File: src/rtl/ibex_instr_bus_responder.sv
// Instruction-fetch bus responder: grants req/gnt fetches, reads a 1-cycle SRAM,
// and returns in-order rvalid responses after a fixed latency through a fall-through FIFO.
module ibex_instr_bus_responder #(
    parameter logic [31:0] MemBase        = 32'h0000_0000,
    parameter int unsigned MemSizeWords   = 1024,
    parameter int unsigned RespLatency    = 1,
    parameter int unsigned MaxOutstanding = 2,
    localparam int unsigned AW            = $clog2(MemSizeWords)
) (
    input  logic          clk_i,
    input  logic          rst_ni,
    input  logic          instr_req_i,
    output logic          instr_gnt_o,
    input  logic [31:0]   instr_addr_i,
    output logic          instr_rvalid_o,
    output logic [31:0]   instr_rdata_o,
    output logic          instr_err_o,
    input  logic          gnt_stall_i,
    input  logic          resp_stall_i,
    output logic          mem_req_o,
    output logic [AW-1:0] mem_addr_o,
    input  logic [31:0]   mem_rdata_i,
    output logic          busy_o
);

    localparam int unsigned PW      = (MaxOutstanding > 1) ? $clog2(MaxOutstanding) : 1;
    localparam logic [2:0]  MaxOut  = 3'(MaxOutstanding);

    function automatic logic [PW-1:0] ptr_inc(input logic [PW-1:0] p);
        return (p == PW'(MaxOutstanding - 1)) ? '0 : p + PW'(1);
    endfunction

    logic [2:0]             cnt_q;
    logic [31:0]            offset;
    logic [31:0]            word_idx;
    logic                   in_range;
    logic                   gnt;
    logic                   rvalid;

    logic [RespLatency-1:0] vld_p;
    logic [RespLatency-1:0] err_p;
    logic [31:0]            tail_data;
    logic                   push;
    logic                   push_err;
    logic [31:0]            push_data;

    logic [31:0]            fifo_data [MaxOutstanding];
    logic [MaxOutstanding-1:0] fifo_err;
    logic [PW-1:0]          wr_ptr;
    logic [PW-1:0]          rd_ptr;
    logic [2:0]             fcount;
    logic                   empty;
    logic                   wr_en;
    logic                   rd_en;
    logic [31:0]            head_data;
    logic                   head_err;

    // Address decode: unsigned wrap makes addresses below MemBase out of range.
    assign offset   = instr_addr_i - MemBase;
    assign word_idx = offset >> 2;
    assign in_range = word_idx < MemSizeWords;

    // A pop frees a slot in the same cycle, so a full responder can still grant.
    assign gnt = rst_ni & instr_req_i & ~gnt_stall_i & ((cnt_q < MaxOut) | rvalid);

    assign mem_req_o  = gnt & in_range;
    assign mem_addr_o = mem_req_o ? word_idx[AW-1:0] : '0;

    // Stage p0: per-grant metadata, shifted until the entry is complete
    always_ff @(posedge clk_i or negedge rst_ni) begin
        if (!rst_ni) begin
            vld_p <= '0;
            err_p <= '0;
        end else begin
            vld_p[0] <= gnt;
            err_p[0] <= gnt & ~in_range;
            for (int k = 1; k < RespLatency; k++) begin
                vld_p[k] <= vld_p[k-1];
                err_p[k] <= err_p[k-1];
            end
        end
    end

    // Stage p1..: SRAM data captured the cycle after the strobe
    if (RespLatency == 1) begin : g_data_comb
        assign tail_data = mem_rdata_i;
    end else begin : g_data_reg
        logic [31:0] data_p [1:RespLatency-1];
        always_ff @(posedge clk_i) begin
            data_p[1] <= mem_rdata_i;
            for (int k = 2; k < RespLatency; k++) begin
                data_p[k] <= data_p[k-1];
            end
        end
        assign tail_data = data_p[RespLatency-1];
    end

    assign push      = vld_p[RespLatency-1];
    assign push_err  = err_p[RespLatency-1];
    assign push_data = push_err ? 32'h0 : tail_data;

    // Response FIFO: an entry arriving at an empty FIFO falls straight through.
    assign empty     = (fcount == 3'd0);
    assign rvalid    = (~empty | push) & ~resp_stall_i;
    assign head_data = empty ? push_data : fifo_data[rd_ptr];
    assign head_err  = empty ? push_err : fifo_err[rd_ptr];
    assign wr_en     = push & ~(empty & rvalid);
    assign rd_en     = rvalid & ~empty;

    always_ff @(posedge clk_i) begin
        if (wr_en) begin
            fifo_data[wr_ptr] <= push_data;
            fifo_err[wr_ptr]  <= push_err;
        end
    end

    always_ff @(posedge clk_i or negedge rst_ni) begin
        if (!rst_ni) begin
            wr_ptr <= '0;
            rd_ptr <= '0;
            fcount <= '0;
            cnt_q  <= '0;
        end else begin
            if (wr_en) wr_ptr <= ptr_inc(wr_ptr);
            if (rd_en) rd_ptr <= ptr_inc(rd_ptr);
            fcount <= fcount + {2'b00, wr_en} - {2'b00, rd_en};
            cnt_q  <= cnt_q + {2'b00, gnt} - {2'b00, rvalid};
        end
    end

    assign instr_gnt_o    = gnt;
    assign instr_rvalid_o = rvalid;
    assign instr_rdata_o  = rvalid ? head_data : 32'h0;
    assign instr_err_o    = rvalid & head_err;
    assign busy_o         = (cnt_q != 3'd0);

    a_params: assert property (@(posedge clk_i)
        RespLatency >= 1 && RespLatency <= 4 &&
        MaxOutstanding >= 1 && MaxOutstanding <= 4 &&
        MemSizeWords >= 2 && (MemSizeWords & (MemSizeWords - 1)) == 0 &&
        MemBase[1:0] == 2'b00);

    a_addr_stable: assert property (@(posedge clk_i) disable iff (!rst_ni)
        (instr_req_i && !instr_gnt_o) |=> (!instr_req_i || $stable(instr_addr_i)));

    a_no_overflow: assert property (@(posedge clk_i) disable iff (!rst_ni)
        !(push && fcount == MaxOut && !rvalid));

endmodule
File: config.mk
export PLATFORM = sky130hd
export DESIGN_NAME = ibex_instr_bus_responder
export DESIGN_NICKNAME = d
export VERILOG_FILES = /design/src/rtl/ibex_instr_bus_responder.sv
export SDC_FILE = /design/constraint.sdc
export NUM_CORES = 1
export LEC_CHECK = 0
export ABC_AREA = 1
export CORE_UTILIZATION = 42
export DETAILED_ROUTE_END_ITERATION = 8
export PLACE_DENSITY = 0.82
export SLEW_MARGIN = 20
export SYNTH_ARGS = -nofsm -noshare
export SYNTH_HDL_FRONTEND = slang
export SYNTH_SLANG_ARGS = --single-unit
File: constraint.sdc
create_clock -name clk_i -period 2.8 [get_ports clk_i]
set_input_delay 0.7 -clock clk_i [delete_from_list [all_inputs] [get_ports clk_i]]
set_output_delay 0.7 -clock clk_i [all_outputs]
set_load 0.02 [all_outputs]
==> results.yml, run 1 <==
clock_network:
  cts.reportedPaths.clkPinSlew_ns: 0.07
  cts_root_buffer: "clkbuf_8"
  cts_setup_buffers: 0
  cts.sinks: 76
  tritoncts: "yes"
  htreeDepth: 3
  clk-insertion-delay-late_ns: 0.35
  cts_buffers: 9
  ctsHoldBuffers: 0
  clockBufferDepth: 2
drt:
  route.detailed.wl_per_inst_microns: 14.33
  wirelength_microns: 7710
  drt_pass1_iterations: 4
  drt_iter0_markers: 97
  dr_total_vias: 2637
  route.detailed.drc: 0
  final_antenna_net_count: 0
  via_per_inst: 4.901
setup_path:
  startpoint_type: "primary input"
  cpLargestDelayFamily: "buffers and inverters"
  crit_chain: "clkdlybuf4s50_1, inv_1, nand2_2, inv_1, clkdlybuf4s50_1"
  crit_buf_inv: 4
  cp_slowest_cell: "clkdlybuf4s50_1"
  max_stage_delay_ns: 0.61
  worstSetupPathType: "primary input to output port"
  cp-end-kind: "output port"
  arrival_ns: 2.06
  critPathRequiredTime_ns: 2.10
  critPathMaxFanout: 3
sta:
  final_max_slew_viol_count: 0
  holdWs_ns: 0.4891
  worst-slew-pin-transition_ns: 0.3469
  finalCritPeriodShare_pct: 98.49
  max_freq_ghz: 0.3626
  final.min_clock_period_ns: 2.758
  setup_viol: 0
  setup_tns_ns: 0
  fin_worst_skew_ns: 0.01651
  max-slew-margin-rel_pct: 76.87
  final-hold-violation-count: 0
  rsz0062_at_grt: "no"
floorplan:
  die_h_microns: 93.97
  initial_utilization_pct: 43.23
  die_x_microns: 93.97
  ios: 116
  core_area_sq_mm: 0.008217
  rows: 33
  die_area_sq_mm: 0.008829
power:
  power_density_mw_per_mm2: 721.0
  clkPwrFrac_pct: 24.4
  p_leak_nw: 2.246
  ir_drop_mv: 0.3229
  power.switching_mw: 1.146
  combPwrFrac_pct: 35.7
  p_seq_share_pct: 39.9
  power.internal_mw: 2.435
  swShare_pct: 32.00
global_routing:
  track_usage_pct: 18.87
  grt.overflow.total: 0
  grt_start_max_net_pins: 29
  first_global_vias: 2776
  grt_pass1_wl_microns: 12390
  antenna_found_initial: 0
job:
  cap_violations: 0
layout:
  layout-drive-gt1-share_pct: 20.09
  num-fill-cells: 684
  multiInputGateArea_sq_mm: 0.001046
  antenna_cells: 0
  finalNonFillerCells: 538
  final_area_sq_mm: 0.004967
  final_nets: 504
  regArea_sq_mm: 0.002233
  fin_util_pct: 60.45
  area_growth_pct: 39.84
placed_design:
  dpl.cell_count: 521
  place_area_sq_mm: 0.004920
  dpl.hpwl_microns: 5412
  place.gp.congestion: 0.7484
  port_buffers: 113
status:
  status: "completed"
synthesis:
  syn_area_per_cell_sq_um: 11.80
  syn_inst: 301
  yosysWarnings: 0
  post_synth_num_cell_types: 25
  ys_seq_area_share_pct: 62.84
  syn_area_sq_mm: 0.003552
  synth-seq-cells: 76
  synth_nets: 377
min_path:
  holdCritPathClass: "flip-flop to flip-flop"
-- routing by layer --
metal	part of all wire (%)	vias up	GRT usage, %
li1	-	1284	-
met5	0	-	0
met1	39	1247	19.93
met4	1.2	0	6.923
met3	5.4	8	4.935
met2	54	98	35.58
-- final cells by class --
type                            instances  share of cell area, %
Sequential cell                        76                  44.96
Timing Repair Buffer                  129                  22.64
Multi-Input combinational cell        153                  21.06
Inverter                               59                  4.458
Clock buffer                           11                  2.645
Tap cell                              105                  2.645
Clock inverter                          5                  1.587
-- path summary, 6_finish.rpt --
| path | from | endpoint | slack (ns) | cells past startpoint |
|---|---|---|---|---|
| worst max-delay path | resp_stall_i | instr_rvalid_o | 0.04 | 5 |
| worst min-delay path | err_p | fifo_err[1] | 0.49 | 0 |
| worst max register to register | fcount[1] | fcount[2] | 0.54 | 11 |
| worst min register to register | err_p | fifo_err[1] | 0.49 | 0 |
| max in group asynchronous | rst_ni | rd_ptr | 1.90 | 2 |
| min in group asynchronous | rst_ni | fcount[1] | 0.74 | 2 |
-- synthesized netlist by cell type --
master    instances  area share (%)
nor2_1           25             2.6
xnor2_1           4            0.99
nand2_1          37             3.9
inv_1            59             6.2
edfxtp_1         66              56
a21oi_1           1            0.14
fa_1              2             1.1
mux2i_1          33             9.3
nand3b_1          1            0.21
and2_0            1            0.18
nand2_2           3            0.53
ha_1              5             1.8
nand3_1           1            0.14
nor2_4            1            0.32
a21oi_2           1            0.25
buf_4             1            0.21
o22ai_1          33             5.8
nand3_2           1            0.28
buf_6             4             1.3
nor2b_1           1            0.18
nand4_1           1            0.18
nand4_2           1            0.35
buf_2             6            0.85
buf_1             3            0.32
dfrtp_1          10             7.0
-- kinds of logic (layout without fill, tap and decap cells) --
| group | after synthesis | count (layout) | synth area share, % |
|---|---|---|---|
| and+or+nand+nor | 73 | 74 | 8.912 |
| buffers and inverters | 73 | 204 | 8.876 |
| muxes | 33 | 33 | 9.299 |
| adders and majority gates | 7 | 7 | 2.888 |
| AOI/OAI and AO/OA | 35 | 35 | 6.199 |
| DFF | 76 | 76 | 62.84 |
| xor gates and xnor gates | 4 | 4 | 0.9862 |
-- power groups by stage --
stage	sequential [mW]	clock, mW	combinational, mW
6_report	1.43	0.874	1.28
5_1_grt	1.44	0.942	1.39
4_1_cts	1.43	0.900	1.34
3_5_place_dp	1.45	0	1.39
3_3_place_gp	1.45	0	1.35
2_1_floorplan	1.44	0	0.858
-- flip-flops by register name, summed over array words and instances, names as in the netlist --
signal,cells
wr_ptr,1
push,1
fcount,3
fifo_data,64
fifo_err,2
rd_ptr,1
cnt_q,3
err_p,1
-- stage by stage --
step	total power [mW]	worst slack, ns
6_report	3.582	0.04234
5_1_grt	3.779	0.0009386
4_1_cts	3.671	0.001725
3_5_place_dp	2.847	-0.3867
3_3_place_gp	2.797	-0.3488
2_1_floorplan	2.294	0.3559
-- layout by cell type, fill, tap and decap left out, drive strengths merged --
cell type	synthesis	layout
clkdlybuf4s50	0	68
edfxtp	66	66
inv	59	59
nand2	40	41
clkbuf	0	35
mux2i	33	33
o22ai	33	33
buf	14	33
nor2	26	26
dfrtp	10	10
ha	5	5
xnor2	4	4
clkdlybuf4s15	0	4
clkinv	0	3
fa	2	2
bufinv	0	2
nand4	2	2
nand3	2	2
a21oi	2	2
nand3b	1	1
and2	1	1
nor2b	1	1
-- what timing repair did --
item / in CTS / in global routing
cloned: 1 / 0
endpoints found under the setup margin: 45 / 44
pin swaps: 1 / 0
resized for setup: 106 / 55
(Power assumes the default switching activity.)
==> inputs of run 2 (changes only) <==
PLACE_DENSITY = unset   (was 0.82)
PLACE_DENSITY_LB_ADDON = 0.2   (was unset)
==> results.yml, run 2 (synthesized netlist as in run 1, its figures left out) <==
status:
  status: "completed"
clock_network:
  cts.sinks: 76
  clk-insertion-delay-late_ns: 0.34
  clockBufferDepth: 2
  htreeDepth: 3
  cts.reportedPaths.clkPinSlew_ns: 0.07
  ctsHoldBuffers: 0
  tritoncts: "yes"
  cts_root_buffer: "clkbuf_8"
  cts_buffers: 9
drt:
  route.detailed.drc: 0
  route.detailed.wl_per_inst_microns: 13.90
  drt_iter0_markers: 63
  via_per_inst: 4.793
  wirelength_microns: 7506
  drt_pass1_iterations: 4
  final_antenna_net_count: 0
  dr_total_vias: 2588
floorplan:
  initial_utilization_pct: 43.23
  die_x_microns: 93.97
  core_area_sq_mm: 0.008217
  die_h_microns: 93.97
  die_area_sq_mm: 0.008829
  ios: 116
  rows: 33
setup_path:
  timing.rr.end: "fcount[1]"
  critPathRequiredTime_ns: 2.10
  r2r_start: "fcount[1]"
  rrSetupSlack_ns: 0.64
  arrival_ns: 2.04
  crit_chain: "clkdlybuf4s50_1, inv_2, buf_4, nand2_2, buf_12, o22ai_1, clkdlybuf4s15_1"
  worstSetupPathType: "primary input to output port"
  startpoint_type: "primary input"
  critPathMaxFanout: 18
  cp_slowest_cell: "clkdlybuf4s50_1"
  cp-end-kind: "output port"
  ff2ff_path_depth: 11
  max_stage_delay_ns: 0.41
layout:
  finalNonFillerCells: 540
  final_common_cell: "edfxtp_1"
  final_area_sq_mm: 0.005019
  layout-drive-gt1-share_pct: 19.77
  top_regs: "fifo_data x64, cnt_q x3, fcount x3"
  fin_util_pct: 61.08
  antenna_cells: 0
  final_cell_mix: "edfxtp_1, clkdlybuf4s50_1, inv_1"
  final_nets: 506
  area_growth_pct: 41.28
  largest_register_ffs: 64
  top_register: "fifo_data"
global_routing:
  grt_start_max_net_pins: 34
  first_global_vias: 2646
  track_usage_pct: 18.31
  antenna_found_initial: 0
  grt.overflow.total: 0
  grt_pass1_wl_microns: 12150
min_path:
  min_from: "err_p"
  min_to: "fifo_err[0]"
  holdPathStages: 0
  holdCritPathClass: "flip-flop to flip-flop"
sta:
  final.min_clock_period_ns: 2.737
  max-slew-margin-rel_pct: 81.48
  setup_viol: 0
  holdWs_ns: 0.5003
  rsz0062_at_grt: "yes"
  worst-slew-pin-transition_ns: 0.2779
  final_max_slew_viol_count: 0
  max_freq_ghz: 0.3653
  finalCritPeriodShare_pct: 97.76
  setup_tns_ns: 0
  final-hold-violation-count: 0
  fin_worst_skew_ns: 0.006694
power:
  p_leak_nw: 2.291
  ir_drop_mv: 0.3414
  power_density_mw_per_mm2: 700.1
job:
  cap_violations: 0
placed_design:
  port_buffers: 113
  place.gp.congestion: 0.7082
  place_area_sq_mm: 0.004927
  dpl.cell_count: 522
  dpl.hpwl_microns: 5103
run 2: changes by cell type in the layout (fill, tap and decap cells not counted), moves of 2 or more:
cell,change
buf_2,-9
dlymetal6s2s_1,+3
dlygate4sd2_1,+2
clkdlybuf4s15_1,+4
clkdlybuf4s50_1,-3
nor2_1,-3
buf_4,+6
nor2_2,+3
run 2: cell type report:
cell class | count | area (sq um)
Clock buffer | 11 | 131.4
Sequential cell | 76 | 2233
Clock inverter | 5 | 52.55
Tap cell | 105 | 131.4
Fill cell | 675 | 3198
Multi-Input combinational cell | 153 | 1060
Inverter | 59 | 221.5
Timing Repair Buffer | 131 | 1189
run 2: what timing repair did:
item | in CTS | in global routing
setup endpoints to repair | 45 | 44
pin swaps | 1 | 7
resized for setup | 94 | 70
cloned | 1 | 0
setup buffers | 1 | 0
run 2: critical path, delay by kind of cell:
family	cells	cell delay, ns
buf+inv	5	1.11
compound gates	1	0.14
simple gates	1	0.07
run 2: worst max-delay path by stage:
stage | startpoint | cells after the start | end
2_1_floorplan | resp_stall_i | 6 | mem_addr_o[0]
6_report | resp_stall_i | 7 | instr_rdata_o[23]
3_5_place_dp | instr_addr_i[20] | 9 | mem_addr_o[4]
4_1_cts | rst_ni | 7 | mem_addr_o[8]
5_1_grt | instr_addr_i[20] | 9 | mem_addr_o[0]
3_3_place_gp | instr_addr_i[20] | 9 | mem_addr_o[0]
run 2: routing by layer:
layer | routed length [microns] | up-vias | GRT usage (%) | part of all wire [%]
met5 | 0 | - | 0 | 0
met4 | 31 | 0 | 4.615 | 0.41
met3 | 505 | 2 | 6.472 | 6.7
met2 | 3734 | 81 | 31.45 | 50
met1 | 3234 | 1217 | 21.80 | 43
li1 | - | 1288 | - | -
run 2: power breakdown:
| part | internal [mW] | switching, mW | total, mW |
|---|---|---|---|
| Clock | 0.408 | 0.373 | 0.781 |
| Sequential | 1.37 | 0.0904 | 1.46 |
| Combinational | 0.585 | 0.689 | 1.27 |
run 2: stage by stage:
step                      total power, mW  setup slack [ns]
after floorplan                     2.294            0.3559
after global placement              2.827           -0.3532
after detailed placement            2.853           -0.4031
after CTS                           3.570          -0.02086
after global routing                3.715         -0.009588
final                               3.513           0.06282
